$ cat src/rtl/registro_pkg.sv
// Shared definitions for the multi-mode register: operation encodings
// and the width of the mode select field.
package registro_pkg;

    localparam int MODO_W = 2;

    // Operation select values driven on the mode port
    typedef enum logic [MODO_W-1:0] {
        MODO_HOLD  = 2'b00,
        MODO_CARGA = 2'b01,
        MODO_IZQ   = 2'b10,
        MODO_DER   = 2'b11
    } modo_t;

endpackage

$ cat src/rtl/registro_contador.sv
// Saturating up-counter used to count completed parallel loads.
// Once every bit is set it sticks there until reset.
module registro_contador #(
    parameter int CNT_W = 4
) (
    input  logic             clk,
    input  logic             clr,
    input  logic             inc,
    output logic [CNT_W-1:0] cnt,
    output logic             sat
);

    logic [CNT_W-1:0] r_cnt;
    logic             w_sat;

    assign w_sat = &r_cnt;

    // Count up on each increment request unless already at the top value
    always_ff @(posedge clk or negedge clr) begin
        if (!clr) begin
            r_cnt <= '0;
        end else if (inc && !w_sat) begin
            r_cnt <= r_cnt + {{(CNT_W-1){1'b0}}, 1'b1};
        end
    end

    assign cnt = r_cnt;
    assign sat = w_sat;

endmodule

$ cat src/rtl/registro_multimodo.sv
// Multi-mode register: hold, parallel load, shift left, shift right,
// with a saturating count of completed loads.
// Optional feature: define REGISTRO_PARIDAD_EN to add the registered
// even-parity output par, tracking every value written into Q.
module registro_multimodo
    import registro_pkg::*;
#(
    parameter int WIDTH = 12,
    parameter int CNT_W = 4
) (
    input  logic              clk,
    input  logic              clr,
    input  logic              en,
    input  logic [MODO_W-1:0] mode,
    input  logic [WIDTH-1:0]  L,
    input  logic              sin,
    output logic [WIDTH-1:0]  Q,
    output logic              sout,
    output logic [CNT_W-1:0]  load_cnt,
    output logic              cnt_sat
`ifdef REGISTRO_PARIDAD_EN
    ,
    output logic              par
`endif
);

    logic [WIDTH-1:0] r_q;
    logic [WIDTH-1:0] w_qNext;
    logic             w_write;
    logic             w_loadInc;
    logic             w_sout;

    // Next data value for the selected operation; en low or HOLD keeps Q
    always_comb begin
        w_qNext = r_q;
        w_write = 1'b0;
        if (en) begin
            case (modo_t'(mode))
                MODO_CARGA: begin
                    w_qNext = L;
                    w_write = 1'b1;
                end
                MODO_IZQ: begin
                    w_qNext = {r_q[WIDTH-2:0], sin};
                    w_write = 1'b1;
                end
                MODO_DER: begin
                    w_qNext = {sin, r_q[WIDTH-1:1]};
                    w_write = 1'b1;
                end
                default: begin
                    w_qNext = r_q;
                    w_write = 1'b0;
                end
            endcase
        end
    end

    // Data register, cleared asynchronously so an aborted operation leaves nothing behind
    always_ff @(posedge clk or negedge clr) begin
        if (!clr) begin
            r_q <= '0;
        end else if (w_write) begin
            r_q <= w_qNext;
        end
    end

    // Serial output follows the bit about to leave in the current shift direction, regardless of en
    always_comb begin
        w_sout = 1'b0;
        case (modo_t'(mode))
            MODO_IZQ: w_sout = r_q[WIDTH-1];
            MODO_DER: w_sout = r_q[0];
            default:  w_sout = 1'b0;
        endcase
    end

    assign w_loadInc = en && (modo_t'(mode) == MODO_CARGA);

    registro_contador #(
        .CNT_W (CNT_W)
    ) u_contador (
        .clk (clk),
        .clr (clr),
        .inc (w_loadInc),
        .cnt (load_cnt),
        .sat (cnt_sat)
    );

`ifdef REGISTRO_PARIDAD_EN
    logic r_par;

    // Even parity bit of whatever is written into Q, stored alongside it
    always_ff @(posedge clk or negedge clr) begin
        if (!clr) begin
            r_par <= 1'b0;
        end else if (w_write) begin
            r_par <= ^w_qNext;
        end
    end

    assign par = r_par;
`endif

    assign Q    = r_q;
    assign sout = w_sout;

endmodule

$ cat config.mk
export PLATFORM = sky130hd
export DESIGN_NAME = registro_multimodo
export DESIGN_NICKNAME = d
export VERILOG_FILES = /design/src/rtl/registro_pkg.sv /design/src/rtl/registro_contador.sv /design/src/rtl/registro_multimodo.sv
export SDC_FILE = /design/constraint.sdc
export NUM_CORES = 1
export LEC_CHECK = 0
export CORE_MARGIN = 2
export CORE_UTILIZATION = 45
export CTS_BUF_LIST = sky130_fd_sc_hd__clkbuf_8
export CTS_CLUSTER_SIZE = 12
export DETAILED_ROUTE_END_ITERATION = 8
export PLACE_DENSITY = 0.79
export SLEW_MARGIN = 20
export SYNTH_ARGS = -nofsm -noshare
export SYNTH_HDL_FRONTEND = slang
export SYNTH_HIERARCHICAL = 1
export SYNTH_SLANG_ARGS = --single-unit
export TNS_END_PERCENT = 1
$ cat constraint.sdc
create_clock -name clk -period 3.2 [get_ports clk]
set_input_delay 0.64 -clock clk [delete_from_list [all_inputs] [get_ports clk]]
set_output_delay 0.64 -clock clk [all_outputs]
set_load 0.005 [all_outputs]
==> summary.md <==
| Metric | Value |
|---|---|
| Status | `complete, no violations` |
| Buffer cell driving the clock tree root | `sky130_fd_sc_hd__clkbuf_8` |
| Boundary Pins | `36` |
| Setup crit end kind | `output port` |
| Required time of the critical path | `2.56 ns` |
| Switching share of total power | `0.3153` |
| P_int | `567.8 uW` |
| Detailed-route via count | `992` |
| Area growth from synthesis to layout | `34.75%` |
| Filler Cells Inserted | `211` |
| Post-CTS setup repair buffer count | `0` |
| Die Wd | `53.24 um` |
| Final worst slack | `0.7360 ns` |
| Diode count | `0` |
| Clock slew at reported path FFs | `0.07 ns` |
| Clock sink count | `16` |
| Detailed-route vias per instance | `5.573` |
| Final Max Slew Viols | `0` |
| Final sum of negative setup slack | `0 ns` |
| Met2 demand-to-capacity share in global routing | `0.3189` |
| Number of nets still failing antenna checks after routing | `0` |
| Gate Count Post-Synth | `117` |
| Pin count of the biggest net entering global routing | `38` |
| Maximum number of buffers from clock root to sink | `2` |
| Hold Violations, Final | `0` |
| TritonCTS clock tree | `yes` |
| Y dimension of the die | `53.24 um` |
| Synth Register Bits | `16` |
| Startpoint of the lowest-slack hold path | `u_contador/cnt[3]` |
| Number of H-tree levels | `1` |
| Share of layout cells above drive strength 1 | `0.09333` |
| Vias in the first global route | `948` |
| Global route total overflow | `0` |
| Routing usage on met3 | `0.04237` |
| Setup repair after global routing missed its margin | `false` |
| Standard-cell row count | `17` |
| Peak VDD IR | `0.0003332 V` |
| Effective utilization at floorplan | `0.4839` |
| First-pass GRT wire length | `3960 um` |
| Flop2flop setup slack | `1.94 ns` |
| Max-Cap Viols | `0` |
| Pwr/cell area | `564.0 nW/um^2` |
| Total power draw | `829.2 uW` |
| Worst rel slew slack | `0.5054` |
| Setup Crit Path Kind | `in -> out` |
| Fraction of power consumed by sequential logic | `0.403` |
| Number of failing setup endpoints in the final timing report | `0` |
| Switching power summed over all nets | `261.4 uW` |
| Port Buf Inserts | `35` |
| Total track usage | `0.1925` |
| Aggregate routed wire length | `2434 um` |
| HP Class | `reg -> reg` |
| Combinational fraction of design power | `0.382` |
| Worst hold slack across all endpoints | `0.6254 ns` |
| Final critical-path required period | `2.464 ns` |
| Number of distinct library cells after synthesis | `21` |
| Core area | `2255 um^2` |
| Register area share after synthesis | `0.3670` |
| Reg-to-reg startpoint | `u_contador/cnt[0]` |
| Clock power frac | `0.215` |
| GRT Max-Usage Layer | `met2` |
| Global placement routability congestion | `0.7392` |
| First-iteration detailed-routing DRC count | `19` |
| Leakage power figure | `0.6470 nW` |
| Actual slew at the worst max-slew pin | `0.7395 ns` |
| Synthesized Nets | `136` |
| Placement-stage cell area | `1415 um^2` |
| Kind of start point of the critical path | `input port` |
| Crit share post-route | `0.7700` |
| Area of the die | `2835 um^2` |
| Initial antenna violation count | `0` |
| Hold bufs inserted after CTS | `0` |
| Post-route cell area | `1470 um^2` |
| Clock buffers created by TritonCTS | `3` |
| Maximum clock frequency | `405.9 MHz` |
| Number of warnings printed during yosys synthesis | `6` |
| Final HPWL from detailed placement | `1714 um` |
| Worst slack after detailed placement | `0.6485 ns` |
| Summed instance area of the synthesized netlist | `1091 um^2` |
| Clock network latency to the later pin of the worst-skew pair | `0.25 ns` |
| Met1 usage | `0.2310` |
| Number of remaining DRC errors | `0` |
| Average wire per standard cell | `13.67 um` |
| Post-Route Skew | `0.003341 ns` |
| Worst setup path startpoint | `mode[0]` |
| Pre-Repair DR Iteration Count | `5` |
| Average cell area after synthesis | `9.325 um^2` |
| Crit path DAT | `1.82 ns` |
| Top fanout value on the critical path | `2` |
| Count of instances resized after the clock tree is built | `0` |
| Nets | `170` |
==> cell type report <==
cell class / count / area, um^2 / area share
multi-input cells: 80 / 561.8 / 0.3821
flip-flops and latches: 16 / 400.4 / 0.2723
repair buffers: 38 / 372.9 / 0.2536
inverters: 12 / 45.04 / 0.03064
clock buffers: 4 / 55.05 / 0.03745
well taps: 28 / 35.03 / 0.02383
==> worst max-delay path, cell delays in order <==
cell,delay [ns]
sky130_fd_sc_hd__clkdlybuf4s50_1,0.49
sky130_fd_sc_hd__mux2i_1,0.08
sky130_fd_sc_hd__nor2b_1,0.11
sky130_fd_sc_hd__clkdlybuf4s50_1,0.50
==> cell usage after synthesis (all sizes together) <==
| master | n | area share |
|---|---|---|
| a21oi | 1 | 0.0046 |
| a31oi | 13 | 0.075 |
| and2 | 1 | 0.0080 |
| and3 | 1 | 0.0057 |
| buf | 9 | 0.077 |
| dfrtp | 16 | 0.37 |
| ha | 1 | 0.011 |
| inv | 12 | 0.041 |
| mux2 | 1 | 0.010 |
| mux2i | 13 | 0.12 |
| nand2 | 13 | 0.045 |
| nand2b | 4 | 0.023 |
| nand4 | 3 | 0.017 |
| nor2 | 12 | 0.041 |
| nor2b | 3 | 0.017 |
| o211ai | 2 | 0.014 |
| o221a | 12 | 0.12 |
==> registers in the layout, summed over array words and instances (netlist names) <==
register	cells
Q	12
u_contador/cnt	4
==> final timing paths <==
check | depth (start not counted) | endpoint
setup / recovery | 4 | sout
hold / removal | 1 | u_contador/cnt[3]
setup reg to reg | 3 | u_contador/cnt[3]
hold reg to reg | 1 | u_contador/cnt[3]
max in group asynchronous | 1 | Q[1]
min in group asynchronous | 1 | Q[10]
==> kinds of logic after synthesis <==
family                     share of synthesized area
AOI/OAI and AO/OA                             0.2167
muxes                                         0.1296
DFF                                           0.3670
adders and majority gates                    0.01147
buffers and inverters                         0.1181
and+or+nand+nor                               0.1571
==> layout by cell type (no fill, tap or decap), drive strengths merged <==
| cell type | netlist | layout |
|---|---|---|
| a31oi | 13 | 13 |
| dfrtp | 16 | 16 |
| a21oi | 1 | 1 |
| clkdlybuf4s50 | 0 | 35 |
| and3 | 1 | 1 |
| nand4 | 3 | 3 |
| buf | 9 | 3 |
| clkbuf | 0 | 4 |
| nand2 | 13 | 13 |
| nor2b | 3 | 3 |
| mux2i | 13 | 13 |
| nor2 | 12 | 12 |
| nand2b | 4 | 4 |
| o211ai | 2 | 2 |
| ha | 1 | 1 |
| inv | 12 | 12 |
| and2 | 1 | 1 |
| o221a | 12 | 12 |
| mux2 | 1 | 1 |
==> stage by stage <==
step / std cells / util
floorplan: 117 / -
global placement: 174 / 0.6276
detailed placement: 174 / 0.6276
CTS: 178 / 0.6521
global route: 178 / 0.6521
finish: 178 / 0.6521
==> power by group through the flow <==
stage / sequential (mW) / combinational (mW) / clock (mW)
2_1_floorplan: 0.328 / 0.155 / 0
3_3_place_gp: 0.334 / 0.310 / 0
3_5_place_dp: 0.338 / 0.317 / 0
4_1_cts: 0.334 / 0.319 / 0.182
5_1_grt: 0.345 / 0.347 / 0.195
6_report: 0.335 / 0.317 / 0.178
==> metal layers <==
layer,part of all wire,up-vias
met1,0.45,470
met5,0,-
met2,0.48,31
li1,-,487
met3,0.058,4
met4,0.013,0
Note: power is estimated with default switching activity, not from simulation.
